<file path="config.mk">
export PLATFORM = sky130hd
export DESIGN_NAME = stack_sequencer
export DESIGN_NICKNAME = d
export VERILOG_FILES = /design/src/rtl/stack_sequencer_pkg.sv /design/src/rtl/stack_sequencer_prog_mem.sv /design/src/rtl/stack_sequencer.sv
export SDC_FILE = /design/constraint.sdc
export NUM_CORES = 1
export LEC_CHECK = 0
export ABC_AREA = 0
export BUFFER_PORTS_ARGS = -buffer_cell sky130_fd_sc_hd__buf_2
export CAP_MARGIN = 20
export CORE_AREA = 2 2 148 114
export CTS_BUF_LIST = sky130_fd_sc_hd__clkbuf_8
export DETAILED_ROUTE_END_ITERATION = 10
export DIE_AREA = 0 0 150 116
export GPL_TIMING_DRIVEN = 1
export SLEW_MARGIN = 20
export SYNTH_ARGS = -nofsm -noshare
export SYNTH_HDL_FRONTEND = slang
export SYNTH_SLANG_ARGS = --single-unit
</file>
<file path="constraint.sdc">
create_clock -name clk -period 6.05 [get_ports clk]
set_input_delay 0.605 -clock clk [delete_from_list [all_inputs] [get_ports clk]]
set_output_delay 0.605 -clock clk [all_outputs]
set_load 0.1 [all_outputs]
</file>
<file path="src/rtl/stack_sequencer_pkg.sv">
// Shared definitions for the stack CPU program sequencer: opcode values,
// state encoding and the per-opcode execute-length / operand tables.
package stack_sequencer_pkg;

    localparam int unsigned PROG_DEPTH = 16;
    localparam logic [4:0]  PROG_FULL  = 5'd16;

    localparam logic [3:0] OP_NOOP = 4'h0;
    localparam logic [3:0] OP_PUSH = 4'h1;
    localparam logic [3:0] OP_POP  = 4'h2;
    localparam logic [3:0] OP_OUTL = 4'h3;
    localparam logic [3:0] OP_OUTH = 4'h4;
    localparam logic [3:0] OP_SWAP = 4'h5;
    localparam logic [3:0] OP_PUSF = 4'h6;
    localparam logic [3:0] OP_REPL = 4'h7;
    localparam logic [3:0] OP_BINA = 4'h8;
    localparam logic [3:0] OP_MULT = 4'h9;
    localparam logic [3:0] OP_IDIV = 4'ha;
    localparam logic [3:0] OP_CLFL = 4'hb;
    localparam logic [3:0] OP_SAVE = 4'hc;
    localparam logic [3:0] OP_LOAD = 4'hd;

    typedef enum logic [2:0] {
        ST_IDLE   = 3'd0,
        ST_RSTCPU = 3'd1,
        ST_FETCH  = 3'd2,
        ST_EXEC   = 3'd3,
        ST_HALT   = 3'd4
    } state_t;

    // Number of EXEC cycles the CPU needs for an opcode.
    function automatic logic [1:0] exec_len(input logic [3:0] op);
        case (op)
            OP_PUSH, OP_POP, OP_SWAP, OP_PUSF, OP_REPL, OP_BINA: exec_len = 2'd2;
            OP_MULT, OP_IDIV, OP_SAVE, OP_LOAD:                  exec_len = 2'd3;
            default:                                             exec_len = 2'd1;
        endcase
    endfunction

    // Opcodes followed by an operand nibble in the program.
    function automatic logic has_operand(input logic [3:0] op);
        has_operand = (op == OP_PUSH) || (op == OP_PUSF) ||
                      (op == OP_REPL) || (op == OP_BINA);
    endfunction

endpackage

</file>
<file path="src/rtl/stack_sequencer_prog_mem.sv">
// 16x4 program store: one write port, two combinational read ports so the
// opcode and its operand can be looked up in the same cycle.
module seq_prog_mem
    import stack_sequencer_pkg::*;
(
    input  logic       clk,
    input  logic       we_i,
    input  logic [3:0] waddr_i,
    input  logic [3:0] wdata_i,
    input  logic [3:0] raddr0_i,
    input  logic [3:0] raddr1_i,
    output logic [3:0] rdata0_o,
    output logic [3:0] rdata1_o
);

    logic [3:0] mem_q [PROG_DEPTH];

    // Write port; contents are not reset.
    always_ff @(posedge clk) begin
        if (we_i) begin
            mem_q[waddr_i] <= wdata_i;
        end
    end

    assign rdata0_o = mem_q[raddr0_i];
    assign rdata1_o = mem_q[raddr1_i];

endmodule

</file>
<file path="src/rtl/stack_sequencer.sv">
// Program sequencer that feeds a stored nibble program into a stack CPU:
// resets the CPU, then fetches each opcode, holds it for its execute time
// with any operand, and halts at the end of the program.
module stack_sequencer
    import stack_sequencer_pkg::*;
(
    input  logic       clk,
    input  logic       rst,
    input  logic       load_valid,
    input  logic [3:0] load_data,
    input  logic       load_clr,
    input  logic       start,
    input  logic       abort,
    output logic [3:0] cpu_inbits,
    output logic       cpu_rst,
    output logic       busy,
    output logic       done,
    output logic       err,
    output logic [3:0] pc,
    output logic [4:0] prog_len
);

    state_t     state_q;
    logic [4:0] pc_q;
    logic [4:0] prog_len_q;
    logic [3:0] cur_op_q;
    logic [1:0] cnt_q;
    logic       err_q;

    logic [3:0] rd_op;
    logic [3:0] rd_arg;
    logic [3:0] arg_addr;
    logic       idle_or_halt;
    logic       load_ok;
    logic       do_write;
    logic       arg_present;
    logic [4:0] pc_d;

    assign idle_or_halt = (state_q == ST_IDLE) || (state_q == ST_HALT);
    assign load_ok      = idle_or_halt && load_valid && !load_clr;
    assign do_write     = load_ok && (prog_len_q != PROG_FULL);
    assign arg_present  = (pc_q + 5'd1) < prog_len_q;
    assign arg_addr     = pc_q[3:0] + 4'd1;

    seq_prog_mem u_mem (
        .clk      (clk),
        .we_i     (do_write),
        .waddr_i  (prog_len_q[3:0]),
        .wdata_i  (load_data),
        .raddr0_i (pc_q[3:0]),
        .raddr1_i (arg_addr),
        .rdata0_o (rd_op),
        .rdata1_o (rd_arg)
    );

    // pc after the current instruction, saturated at 16 so it never wraps.
    always_comb begin
        pc_d = pc_q + (has_operand(cur_op_q) ? 5'd2 : 5'd1);
        if (pc_d > PROG_FULL) begin
            pc_d = PROG_FULL;
        end
    end

    // Program length: loads and clears only while the CPU is not running.
    always_ff @(posedge clk) begin
        if (rst) begin
            prog_len_q <= 5'd0;
        end else if (idle_or_halt) begin
            if (load_clr) begin
                prog_len_q <= 5'd0;
            end else if (do_write) begin
                prog_len_q <= prog_len_q + 5'd1;
            end
        end
    end

    // Sequencer FSM: abort wins over everything except reset.
    always_ff @(posedge clk) begin
        if (rst) begin
            state_q  <= ST_IDLE;
            pc_q     <= 5'd0;
            err_q    <= 1'b0;
            cur_op_q <= OP_NOOP;
            cnt_q    <= 2'd0;
        end else begin
            if (load_ok && (prog_len_q == PROG_FULL)) begin
                err_q <= 1'b1;
            end
            if (abort && (state_q != ST_IDLE)) begin
                state_q <= ST_IDLE;
            end else begin
                case (state_q)
                    ST_IDLE, ST_HALT: begin
                        if (start) begin
                            state_q <= (prog_len_q == 5'd0) ? ST_HALT : ST_RSTCPU;
                        end
                    end
                    ST_RSTCPU: begin
                        pc_q    <= 5'd0;
                        err_q   <= 1'b0;
                        state_q <= ST_FETCH;
                    end
                    ST_FETCH: begin
                        cur_op_q <= rd_op;
                        cnt_q    <= exec_len(rd_op) - 2'd1;
                        state_q  <= ST_EXEC;
                    end
                    ST_EXEC: begin
                        // An operand opcode in the last slot has no operand to send.
                        if (has_operand(cur_op_q) && !arg_present) begin
                            err_q <= 1'b1;
                        end
                        if (cnt_q == 2'd0) begin
                            pc_q    <= pc_d;
                            state_q <= (pc_d < prog_len_q) ? ST_FETCH : ST_HALT;
                        end else begin
                            cnt_q <= cnt_q - 2'd1;
                        end
                    end
                    default: state_q <= ST_IDLE;
                endcase
            end
        end
    end

    // CPU input nibble decoded from the registered state; NOOP outside FETCH/EXEC.
    always_comb begin
        cpu_inbits = OP_NOOP;
        if (!rst) begin
            if (state_q == ST_FETCH) begin
                cpu_inbits = rd_op;
            end else if ((state_q == ST_EXEC) && has_operand(cur_op_q) && arg_present) begin
                cpu_inbits = rd_arg;
            end
        end
    end

    assign cpu_rst  = rst || (state_q == ST_RSTCPU);
    assign busy     = !idle_or_halt;
    assign done     = (state_q == ST_HALT);
    assign err      = err_q;
    assign pc       = pc_q[3:0];
    assign prog_len = prog_len_q;

endmodule

</file>
* Word level (Yosys, flattened, before mapping)
Memories as Yosys holds them, arrays and structs flattened. A register that Yosys moved wholly into a read port is not among the register bits.
Cells that the tools add are included.
Widths: inputs -> output; s select.
** Operators by class
- Muxes and demuxes :: 27
- Shift-type cells :: 0
- Divide/modulo/power cells :: 0
- Reduce and logical (&&, ||, !) cells :: 30
- $add $sub $neg :: 6
- Equality and inequality tests :: 13
- Magnitude comparators :: 3
- Bitwise gates (word level) :: 1
- Multiply operators :: 0
** Operators by type and width (count)
- $mux 4 :: 5
- $mux 5 :: 4
- $mux 3 :: 4
- $pmux 3 s4 :: 1
- $add 5x1->5 const B :: 2
- $lt 5x5->1 :: 2
- $mux 2 :: 5
- $pmux 5 s2 :: 1
- $eq 4x3->1 const B :: 2
- $logic_and 1x1->1 :: 8
- $eq 3x2->1 const B :: 2
- $ne 2x2->1 const B :: 3
- $reduce_and 2->1 :: 3
- $reduce_and 3->1 :: 2
- $reduce_bool 2->1 :: 3
- $add 5x2->5 :: 1
- $eq 5x5->1 const B :: 1
- $gt 5x5->1 const B :: 1
- $logic_not 5->1 :: 1
- $logic_or 1x1->1 :: 5
- $mux 1 :: 5
- $ne 5x5->1 const B :: 1
- $add 4x1->4 const B :: 1
- $eq 4x1->1 const B :: 1
- other kinds (12) :: 16
** Word-level totals
- RAM bits :: 64
- ROM bits :: 32
- Memories kept :: 2
- Latch bits :: 0
- Output and inout port bits :: 17
- Bits in registers :: 20
** Memories
- u_mem.mem_q :: depth 16, width 4, read ports 2, clocked after memory_dff 1, write ports 1, RTL line stack_sequencer_prog_mem.sv:16 : logic [3:0] mem_q [PROG_DEPTH];
- (name not given) :: depth 16, width 2, read ports 1, clocked after memory_dff 0, write ports 0, RTL line stack_sequencer_pkg.sv:33 : case (op)

* Logic depth before layout (Yosys ltp)
Gate-level depths: netlist of the first run.
- Depth in word-level cells :: 12
- Gate-level depth with buffers :: 19
- Gate-level depth less buffers :: 19

* Hierarchy
Synthesis of the first run repeated with hierarchy kept, for this count alone.
** Unflattened totals
- Cell total of the unflattened synthesis :: 349
- Area total of the unflattened synthesis :: 4655.7 µm²
** Modules (own cells, without submodules)
- seq_prog_mem :: times used 1, seq. area each 1921.8 µm², area an instance 3140.5 µm², cells each 165
- stack_sequencer :: times used 1, seq. area each 400.4 µm², area an instance 1515.2 µm², cells each 184

* Least setup slack after synthesis of the first run
No wires, ideal clock.
- Path type :: register -> output
- Start point :: register prog_len_q[1], in the netlist prog_len[1]
- End point :: output cpu_inbits[2]
- Path slack :: 1.350 ns
- Arrival :: 4.095 ns
- Stages on the path, launching flop included :: 10
- Required time :: 5.445 ns
- Buffers on the path :: 0
- Cell sequence :: dfxtp_1 inv_1 ha_1 a21boi_0 o21a_1 o21a_1 o21ai_0 nor4b_1 a22oi_1 nor2_1
** Between the ends
- Word-level cells in the longest chain between the ends :: 5
** Ends and longest elaborated chain
- start, declared :: RTL line stack_sequencer.sv:25 : logic [4:0] prog_len_q;
- start signal, assigned :: RTL line stack_sequencer.sv:72 : prog_len_q <= prog_len_q + 5'd1;
- $lt 5x5->1 :: RTL line stack_sequencer.sv:42 : assign arg_present = (pc_q + 5'd1) < prog_len_q;
- $logic_and 1x1->1 :: RTL line stack_sequencer.sv:132 : end else if ((state_q == ST_EXEC) && has_operand(cur_op_q) && arg_present) begin
- $mux 4 :: RTL line stack_sequencer.sv:132
- $mux 4 :: RTL line stack_sequencer.sv:130 : if (state_q == ST_FETCH) begin
- $mux 4 :: RTL line stack_sequencer.sv:129 : if (!rst) begin
- end, declared :: RTL line stack_sequencer.sv:14 : output logic [3:0] cpu_inbits,
Every way passes these cells.

* Final worst setup path of the first run
- Start point :: register pc_q[1]
- End point :: output cpu_inbits[2]
** Between the ends
- Word-level cells in the longest chain between the ends :: 6
- Elaborated cells on any way between the ends :: 8
- Classes of those cells :: 2 x add/sub; 1 x order compare; 3 x mux; 1 x reduce/logical; 1 x memory
** Ends and longest elaborated chain
- start, declared :: RTL line stack_sequencer.sv:24 : logic [4:0] pc_q;
- start signal, assigned :: RTL line stack_sequencer.sv:114 : pc_q <= pc_d;
- $add 5x1->5 :: RTL line stack_sequencer.sv:42
- $lt 5x5->1 :: RTL line stack_sequencer.sv:42
- $logic_and 1x1->1 :: RTL line stack_sequencer.sv:132
- $mux 4 * :: RTL line stack_sequencer.sv:132
- $mux 4 * :: RTL line stack_sequencer.sv:130
- $mux 4 * :: RTL line stack_sequencer.sv:129
Every way passes the cells marked *; elsewhere a longest branch is shown, timed or not.

==> results of run 1 <==
cells in the final DEF, fill, tap and decap left out, types with 2 or more instances in the layout:
master / n
sky130_fd_sc_hd__mux4_1: 11
sky130_fd_sc_hd__a211oi_1: 3
sky130_fd_sc_hd__ha_1: 17
sky130_fd_sc_hd__xnor2_1: 4
sky130_fd_sc_hd__nor2b_1: 3
sky130_fd_sc_hd__nand2_1: 17
sky130_fd_sc_hd__o21ai_0: 10
sky130_fd_sc_hd__inv_1: 18
sky130_fd_sc_hd__nor3_1: 6
sky130_fd_sc_hd__mux2i_1: 10
sky130_fd_sc_hd__inv_6: 3
sky130_fd_sc_hd__mux4_2: 26
sky130_fd_sc_hd__and3_1: 3
sky130_fd_sc_hd__buf_2: 26
sky130_fd_sc_hd__or3_1: 3
sky130_fd_sc_hd__nor2_1: 31
sky130_fd_sc_hd__nand3b_1: 2
sky130_fd_sc_hd__edfxtp_1: 64
sky130_fd_sc_hd__dfxtp_1: 24
sky130_fd_sc_hd__xor2_1: 4
sky130_fd_sc_hd__clkbuf_8: 9
sky130_fd_sc_hd__clkinvlp_4: 2
sky130_fd_sc_hd__a21oi_1: 11
sky130_fd_sc_hd__a22oi_1: 9
sky130_fd_sc_hd__o21a_1: 2
sky130_fd_sc_hd__a21o_1: 3
sky130_fd_sc_hd__nand3_1: 9
sky130_fd_sc_hd__and2_1: 15
sky130_fd_sc_hd__nand4_1: 4
cell families after synthesis:
kind of cell    after synthesis  share of synthesized area
flops                        88                     0.5132
fa+ha+maj                    18                    0.04972
buf+inv                      37                    0.03902
mux                          49                     0.2136
simple gates                 97                     0.1021
xor+xnor                      8                    0.01497
compound gates               48                    0.06736
final cells by class:
type                    count  area, sq um  share of cell area
clock buffers               9        123.9             0.02408
clock inverters             7        53.80             0.01046
inverters                  18        67.56             0.01314
flip-flops and latches     88         2402              0.4670
multi-input cells         220         2096              0.4074
repair buffers             27        137.6             0.02676
well taps                 210        262.8             0.05108
worst max-delay path: cells and delay by family (launching register included):
family                   cells  cell delay [ps]
buffers and inverters        1              430
AO/OA/AOI/OAI                5              990
adder cells (fa/ha/maj)      2             1210
flip-flops                   1              380
AND/OR/NAND/NOR              2              840
worst paths after layout:
kind	startpoint	endpoint	slack, ps	cells past startpoint
min reg2reg	err	err	530	2
min	err	err	530	2
max reg2reg	flop	cnt_q[1]	2520	7
max	pc_q[1]	cpu_inbits[2]	1230	10
flip-flops by register name, summed over array words and instances (netlist names), named ones only:
register and flops:
err 1, cur_op_q 4, u_mem.mem_q 64, cnt_q 2, prog_len 5, pc_q 5
state_q 3
stage by stage:
stage                     instance area, sq um  utilization
after CTS                                 5144       0.3252
after global routing                      5144       0.3252
after floorplan                           4681            -
after global placement                    4966       0.3140
final                                     5144       0.3252
after detailed placement                  4966       0.3140
synthesized netlist by cell type, types with 2 or more instances:
cell type / n
sky130_fd_sc_hd__inv_1: 18
sky130_fd_sc_hd__and3_1: 3
sky130_fd_sc_hd__nor3_1: 6
sky130_fd_sc_hd__nand3b_1: 2
sky130_fd_sc_hd__a22oi_1: 9
sky130_fd_sc_hd__o21ai_0: 10
sky130_fd_sc_hd__edfxtp_1: 64
sky130_fd_sc_hd__xnor2_1: 4
sky130_fd_sc_hd__nor2b_1: 3
sky130_fd_sc_hd__or3_1: 3
sky130_fd_sc_hd__o21a_1: 2
sky130_fd_sc_hd__ha_1: 17
sky130_fd_sc_hd__mux4_1: 11
sky130_fd_sc_hd__nand3_1: 9
sky130_fd_sc_hd__a21o_1: 3
sky130_fd_sc_hd__clkbuf_1: 6
sky130_fd_sc_hd__mux2i_1: 10
sky130_fd_sc_hd__mux4_2: 26
sky130_fd_sc_hd__buf_4: 4
sky130_fd_sc_hd__buf_2: 4
sky130_fd_sc_hd__xor2_1: 4
sky130_fd_sc_hd__a211oi_1: 3
sky130_fd_sc_hd__a21oi_1: 11
sky130_fd_sc_hd__nor2_1: 31
sky130_fd_sc_hd__nand4_1: 4
sky130_fd_sc_hd__dfxtp_1: 24
sky130_fd_sc_hd__nand2_1: 17
sky130_fd_sc_hd__and2_1: 15
sky130_fd_sc_hd__buf_6: 3
power groups by stage:
| stage | clock (mW) | sequential [mW] | combinational [mW] |
|---|---|---|---|
| 6_report | 0.378 | 0.654 | 0.0714 |
| 5_1_grt | 0.410 | 0.655 | 0.0777 |
| 4_1_cts | 0.386 | 0.654 | 0.0716 |
| 3_5_place_dp | 0 | 0.668 | 0.0714 |
| 3_3_place_gp | 0 | 0.667 | 0.0702 |
| 2_1_floorplan | 0 | 0.670 | 0.0448 |
per-layer routing:
metal / up-vias / part of all wire
li1: 1366 / -
met1: 1487 / 0.49
met2: 99 / 0.42
met3: 12 / 0.083
met4: 0 / 0.0092
met5: - / 0
==> results.cfg, run 1 <==
[outcome]
status = completed

[timing]
final-hold-violation-count = 0
finalMaxSlewViolations = 0
fin_crit_ps = 4820
hold_slack_ps = 525.8
max_freq_mhz = 207.5
min_period_over_period = 0.7966
skew_ps = 12.51
setup_viol = 0
worstMarginPinSlew_ps = 965.7
fin_ws_ps = 1230
timing.slew.headroom = 0.3553
grt_setup_unrepaired = no
final.setup.tns_ps = 0

[setup_path]
cp.required_ps = 5440
cp_slowest_cell = sky130_fd_sc_hd__ha_1
worst_path_largest_cell_delay_ps = 850
critical_path.max_fanout = 17
endpoint_kind = output port
criticalPathCategory = reg2out
cp_data_arrival_time_ps = 4210
startpoint_type = flop
timing.critical_path.cells = ha_1 > ha_1 > a21boi_0 > o21a_1 > o21a_1 > o21ai_0 > nor4b_1 > a22oi_1 > nor2_1 > buf_2

[die]
start_util = 0.2960
core_area_sq_um = 15820
die-area_sq_um = 17400
die_y_microns = 116
die_x_microns = 150
rows = 40
boundaryPins = 27

[yosys]
synth_sequential_area_ratio = 0.5132
post_synth_num_cell_types = 48
netlist_instances = 345
synth_area_leaders = sky130_fd_sc_hd__edfxtp_1 41%, sky130_fd_sc_hd__mux4_2 13%, sky130_fd_sc_hd__dfxtp_1 10%, sky130_fd_sc_hd__mux4_1 6.2%, sky130_fd_sc_hd__ha_1 4.5%
synthDominantAreaCellType = sky130_fd_sc_hd__edfxtp_1
yosysWarnings = 0
synthesis.nets = 373
synth.ff_latch_count = 88
synth_ff_type = sky130_fd_sc_hd__edfxtp_1
synth.top_cell.area_share = 0.4106
synthArstFlopShare = 0
count_of_flip_flops_with_a_built_in_enable_after_synthesis = 64
mapped_avg_cell_area_sq_um = 13.57
syn-cell-area_sq_um = 4681

[clock_tree]
htree_levels = 3
inserted_clock_buffers = 9
clock_insertion_delay_worst_skew_ps = 370
ctsHoldBuffers = 0
cts-resized-gates = 0
worst_setup_hold_path_clk_slew_ps = 90
tritoncts = yes
clock_tree.root_cell = sky130_fd_sc_hd__clkbuf_8
clock_sink_count = 88
post_cts.repair.setup_buffers = 0
clockBufferDepth = 2

[placed_design]
placed_cells_incl_taps = 563
place.detailed.hpwl_microns = 8416
gp_congestion = 0.8295
detailedPlace.worstSlack_ps = 1681
number_of_i_o_port_buffers = 26

[drt]
route.vias.total = 2964
detail_route.vias_per_cell = 5.119
routed_wirelength_microns = 11190
antenna_left = 0
dr.pass1.iters = 4
drt_drc_violations_left = 0
wl_per_cell_microns = 19.32
drt-initial-drc-count = 399

[global_routing]
grt_util_met1 = 0.1968
grt_util_met2 = 0.1933
top_usage_layer = met1
global_routing_met3_resource_utilization = 0.04882
grt_pass1_wl_microns = 17350
grt_start_max_net_pins = 22
grt_antenna_before_repair = 0
grt_overflow_total = 0
grt_pass1_vias = 2924
track_usage = 0.1357

[power]
power.share.switching = 0.2568
power.leakage_nw = 1.758
irDropWorstVdd_mv = 0.09990
power_per_cell_area_nw_per_um2 = 214.5
power.share.sequential = 0.593
power.total_mw = 1.103
p_sw_mw = 0.2833
clock_share_of_power = 0.343
internal_power_mw = 0.8201
combPwrFrac = 0.065

[final_layout]
instances_no_fill = 579
insertedDiodeCount = 0
layout.filler_cells = 1570
syn2layout_area_growth_pct = 9.890
nets = 392
final_layout_size_suffix_gt1_frac = 0.1951

[hold_path]
hold_path_class = reg2reg

[flow_run]
max_cap_violations = 0
Power figures use the tool's default switching activity.
==> inputs of run 2 (changes only) <==
==> constraint.sdc (replaced) <==
create_clock -name clk -period 4.5 [get_ports clk]
set_input_delay 0.45 -clock clk [delete_from_list [all_inputs] [get_ports clk]]
set_output_delay 0.45 -clock clk [all_outputs]
set_load 0.1 [all_outputs]
==> run 2 against run 1 <==
Total power increased by 42%; cell count rose by 0.69%; clock-buffer cell count did not move; combinational power is 35% higher; clock skew increased by 3.1 ps; register-to-register slack got worse by 1500 ps; worst hold slack got worse by 140 ps; utilization grew 0.84 points; first-iteration DRC count down 6.5%; sequential cell count stayed put; via count increased by 0.34%; sequential share of layout area decreased by 1.2 points; critical path type unchanged; largest power group unchanged.
==> results.cfg, run 2 (same netlist as run 1, synthesis figures left out) <==
[outcome]
status = completed

[die]
die_y_microns = 116
core_area_sq_um = 15820
die-area_sq_um = 17400
boundaryPins = 27
die_x_microns = 150
rows = 40
start_util = 0.2960

[setup_path]
criticalPathCategory = reg2out
critical_path.max_fanout = 8
endpoint_kind = output port
cp_slowest_cell = sky130_fd_sc_hd__nor4b_1
cpLargestDelayFamily = compound AO/OA/AOI/OAI gates
timing.critical_path.cells = buf_4 > ha_1 > ha_1 > a21boi_0 > o21a_1 > o21a_1 > o21ai_0 > nor4b_1 > a22oi_1 > nor2_2 > buf_12
startpoint_type = flop
cp.buffers_inverters = 2
cp.required_ps = 4050
cp_data_arrival_time_ps = 3500
worst_path_largest_cell_delay_ps = 640

[clock_tree]
clockBufferDepth = 2
clock_sink_count = 88
htree_levels = 3
tritoncts = yes
worst_setup_hold_path_clk_slew_ps = 100
post_cts.repair.setup_buffers = 0
ctsHoldBuffers = 0
clock_tree.root_cell = sky130_fd_sc_hd__clkbuf_8
clock_insertion_delay_worst_skew_ps = 380
cts-resized-gates = 0
inserted_clock_buffers = 9

[power]
p_sw_mw = 0.3945
irDropWorstVdd_mv = 0.1336
power.share.switching = 0.2527
internal_power_mw = 1.167
combPwrFrac = 0.062
power.total_mw = 1.562
power.share.sequential = 0.563
power_per_cell_area_nw_per_um2 = 296.0
clock_share_of_power = 0.375
power.leakage_nw = 1.809

[final_layout]
insertedDiodeCount = 0
mostFrequentLayoutCells = 64 x sky130_fd_sc_hd__edfxtp_1, 27 x sky130_fd_sc_hd__nor2_1, 26 x sky130_fd_sc_hd__mux4_2
register_with_the_most_flip_flops = u_mem.mem_q
layout.filler_cells = 1576
nets = 396
syn2layout_area_growth_pct = 12.72
largest_register_ff_count = 64
final_layout_size_suffix_gt1_frac = 0.2172
seq_area_sq_um = 2402
final_common_cell = sky130_fd_sc_hd__edfxtp_1
area_of_the_multi_input_gates_sq_um = 2106

[global_routing]
grt_start_max_net_pins = 19
grt_antenna_before_repair = 0
grt_pass1_wl_microns = 16910
grt_pass1_vias = 2816
grt_overflow_total = 0
track_usage = 0.1332

[placed_design]
detailedPlace.worstSlack_ps = 1026
gp_congestion = 0.8388
place.detailed.hpwl_microns = 8293
number_of_i_o_port_buffers = 26

[timing]
fin_crit_ps = 3945
setup_viol = 0
min_period_over_period = 0.8767
timing.slew.headroom = 0.4568
skew_ps = 15.60
fin_ws_ps = 555.0
max_freq_mhz = 253.5
worstMarginPinSlew_ps = 808.7
final-hold-violation-count = 0
final.setup.tns_ps = 0
finalMaxSlewViolations = 0
grt_setup_unrepaired = no

[drt]
drt_drc_violations_left = 0
route.vias.total = 2974
wl_per_cell_microns = 18.76
routed.top_layer = met4
routed-wl-met2_microns = 4697
routed_wirelength_microns = 10940
dr.pass1.iters = 4
antenna_left = 0
wl_met1_microns = 5313
drt-initial-drc-count = 373
detail_route.vias_per_cell = 5.101
met3_length_microns = 820

[flow_run]
max_cap_violations = 0

[hold_path]
hold_path_class = in2reg
[run 2: changes by cell type in the layout (fill, tap and decap cells not counted), sizes merged]
cell and delta:
inv +1, bufinv +1, clkinvlp -1, clkinv -1
buf +4
[run 2: per-layer routing]
layer	GRT usage	vias to the layer above
met2	0.1845	97
met3	0.04606	10
li1	-	1378
met1	0.1957	1489
met5	0	-
met4	0.04025	0
[run 2: cell type report]
cell class | count | share of cell area
Clock buffer | 9 | 0.02348
Clock inverter | 7 | 0.01636
Inverter | 18 | 0.01281
Tap cell | 210 | 0.04980
Multi-Input combinational cell | 220 | 0.3991
Sequential cell | 88 | 0.4553
Timing Repair Buffer | 31 | 0.04316
[run 2: tightest hold or removal path, delay by kind of cell]
family / cells / cell delay, ps
AND/OR/NAND/NOR: 1 / 70
AO/OA/AOI/OAI: 1 / 80
buffers and inverters: 1 / 130
[run 2: power groups by stage]
stage               Clock [mW]  Combinational (mW)  Sequential [mW]
CTS                      0.598              0.0963            0.879
floorplan                    0              0.0607            0.901
finish                   0.586              0.0963            0.879
global route             0.634               0.104            0.880
global placement             0              0.0955            0.897
detailed placement           0              0.0961            0.897
[run 2: worst paths after layout]
path / start / endpoint / slack (ps) / depth (start not counted)
hold / removal: abort / err / 390 / 3
hold reg to reg: err / err / 520 / 2
setup reg to reg: cur_op_q[0] / state_q[2] / 1010 / 17
setup / recovery: pc_q[0] / cpu_inbits[3] / 550 / 11
[run 2: through the flow]
step	util	hold WS, ps	area, sq um	instances
after global placement	0.3203	488.1	5066	567
after floorplan	-	468.4	4691	345
after CTS	0.3336	365.5	5276	583
after global routing	0.3336	391.9	5276	583
final	0.3336	387.7	5276	583
after detailed placement	0.3203	503.2	5066	567
==> inputs of run 3 (changes only) <==
--- a/config.mk
+++ b/config.mk
@@ -8,11 +8,12 @@
 export ABC_AREA = 0
 export BUFFER_PORTS_ARGS = -buffer_cell sky130_fd_sc_hd__buf_2
 export CAP_MARGIN = 20
-export CORE_AREA = 2 2 148 114
+export CORE_AREA = 2 2 110 85
 export CTS_BUF_LIST = sky130_fd_sc_hd__clkbuf_8
 export DETAILED_ROUTE_END_ITERATION = 10
-export DIE_AREA = 0 0 150 116
+export DIE_AREA = 0 0 112 87
 export GPL_TIMING_DRIVEN = 1
+export PLACE_DENSITY = 0.72
 export SLEW_MARGIN = 20
 export SYNTH_ARGS = -nofsm -noshare
 export SYNTH_HDL_FRONTEND = slang
==> run 3 against run 2 <==
Clock power increased by 7.8%; critical path depth decreased by 1; wire length decreased by 2.3%; critical path type unchanged; critical endpoint unchanged; largest power group unchanged.
==> results.cfg, run 3 (same netlist as run 1, synthesis figures left out) <==
[die]
core_area_sq_um = 8783
die-area_sq_um = 9744
rows = 30
start_util = 0.5329
die_y_microns = 87
die_x_microns = 112
boundaryPins = 27

[drt]
routed_wirelength_microns = 10680
route.vias.total = 3077
wl_per_cell_microns = 21.98
detail_route.vias_per_cell = 6.331
antenna_left = 0
dr.pass1.iters = 5
drt_drc_violations_left = 0
drt-initial-drc-count = 372

[final_layout]
largest_register_ff_count = 64
mostFrequentLayoutCells = 64 x sky130_fd_sc_hd__edfxtp_1, 27 x sky130_fd_sc_hd__nor2_1, 26 x sky130_fd_sc_hd__mux4_2
nets = 397
register_with_the_most_flip_flops = u_mem.mem_q
instances_no_fill = 486
syn2layout_area_growth_pct = 10.85
final_common_cell = sky130_fd_sc_hd__edfxtp_1
insertedDiodeCount = 0
final_layout_size_suffix_gt1_frac = 0.2193

[timing]
final.setup.tns_ps = 0
max_freq_mhz = 250.2
timing.slew.headroom = 0.3800
finalMaxSlewViolations = 0
setup_viol = 0
hold_slack_ps = 422.1
final-hold-violation-count = 0
worstMarginPinSlew_ps = 923.0
fin_crit_ps = 3997
skew_ps = 14.68
grt_setup_unrepaired = no
min_period_over_period = 0.8883

[power]
p_sw_mw = 0.3631
combPwrFrac = 0.060
power_per_cell_area_nw_per_um2 = 310.0
irDropWorstVdd_mv = 0.3381
clock_share_of_power = 0.393
power.leakage_nw = 1.829
internal_power_mw = 1.246
power.share.switching = 0.2257
power.share.sequential = 0.546

[global_routing]
grt_util_met2 = 0.3344
grt_pass1_vias = 2890
grt_overflow_total = 0
grt_util_met1 = 0.3399
grt_antenna_before_repair = 0
grt_start_max_net_pins = 19
track_usage = 0.2287
top_usage_layer = met1
global_routing_met3_resource_utilization = 0.07585
grt_pass1_wl_microns = 16440

[setup_path]
cp_data_arrival_time_ps = 3550
startpoint_type = flop
rr_startpoint = pc_q[0]
critical_path.max_fanout = 10
cp.required_ps = 4050
setup.worst_path.start = pc_q[0]
endpoint_kind = output port
critPathCapture = cpu_inbits[3]
reg2regPathDepth = 14
timing.reg2reg.setup_slack_ps = 880
criticalPathCategory = reg2out
critical_path.reg2reg.endpoint = state_q[2]

[clock_tree]
inserted_clock_buffers = 9
worst_setup_hold_path_clk_slew_ps = 90
post_cts.repair.setup_buffers = 0
cts-resized-gates = 0
clock_sink_count = 88
htree_levels = 3
tritoncts = yes
ctsHoldBuffers = 0
clock_insertion_delay_worst_skew_ps = 360
clock_tree.root_cell = sky130_fd_sc_hd__clkbuf_8
clockBufferDepth = 2

[placed_design]
place.detailed.hpwl_microns = 8011
gp_congestion = 0.8623
number_of_i_o_port_buffers = 26
placed_cells_incl_taps = 470

[flow_run]
max_cap_violations = 0

[outcome]
status = completed

[hold_path]
hold_path_class = in2reg
run 3: per-stage QoR:
| stage | power, mW | worst slack [ps] | util | area (sq um) |
|---|---|---|---|---|
| 6_report | 1.609 | 502.7 | 0.5907 | 5189 |
| 5_1_grt | 1.654 | 167.6 | 0.5907 | 5189 |
| 4_1_cts | 1.615 | 513.7 | 0.5907 | 5189 |
| 3_5_place_dp | 0.9941 | 871.1 | 0.5637 | 4951 |
| 3_3_place_gp | 0.9911 | 953.5 | 0.5637 | 4951 |
| 2_1_floorplan | 0.9613 | 398.4 | - | 4691 |
run 3: routing by layer:
layer,wire (microns),vias to the layer above
li1,-,1376
met1,4964,1540
met2,4650,146
met3,918,15
met4,147,0
met5,0,-
run 3: final cells by class:
class | instances | area [sq um]
Clock buffer | 11 | 151.4
Clock inverter | 5 | 86.33
Inverter | 18 | 67.56
Multi-Input combinational cell | 220 | 2106
Tap cell | 112 | 140.1
Fill cell | 681 | 3595
Timing Repair Buffer | 32 | 235.2
Sequential cell | 88 | 2402
run 3: how the worst min path moves through the flow:
stage                     start     endpoint  cells past startpoint
global placement            err          err                      2
detailed placement          err          err                      2
floorplan           cur_op_q[0]  cur_op_q[0]                      2
global route              abort          err                      3
CTS                       abort          err                      3
finish                    abort          err                      3
run 3: worst max-delay path, stage by stage (launching register included):
cell,delay (ps)
sky130_fd_sc_hd__dfxtp_1,630
sky130_fd_sc_hd__ha_1,340
sky130_fd_sc_hd__ha_1,270
sky130_fd_sc_hd__a21boi_0,120
sky130_fd_sc_hd__o21a_1,210
sky130_fd_sc_hd__o21a_1,170
sky130_fd_sc_hd__o21ai_0,270
sky130_fd_sc_hd__nor4b_1,580
sky130_fd_sc_hd__a22oi_1,230
sky130_fd_sc_hd__nor2_2,180
sky130_fd_sc_hd__buf_12,190
run 3: power by group through the flow:
| stage | Sequential, mW | Clock [mW] | Combinational (mW) |
|---|---|---|---|
| global route | 0.880 | 0.669 | 0.105 |
| CTS | 0.879 | 0.639 | 0.0968 |
| global placement | 0.897 | 0 | 0.0941 |
| finish | 0.879 | 0.632 | 0.0973 |
| floorplan | 0.901 | 0 | 0.0607 |
| detailed placement | 0.898 | 0 | 0.0965 |
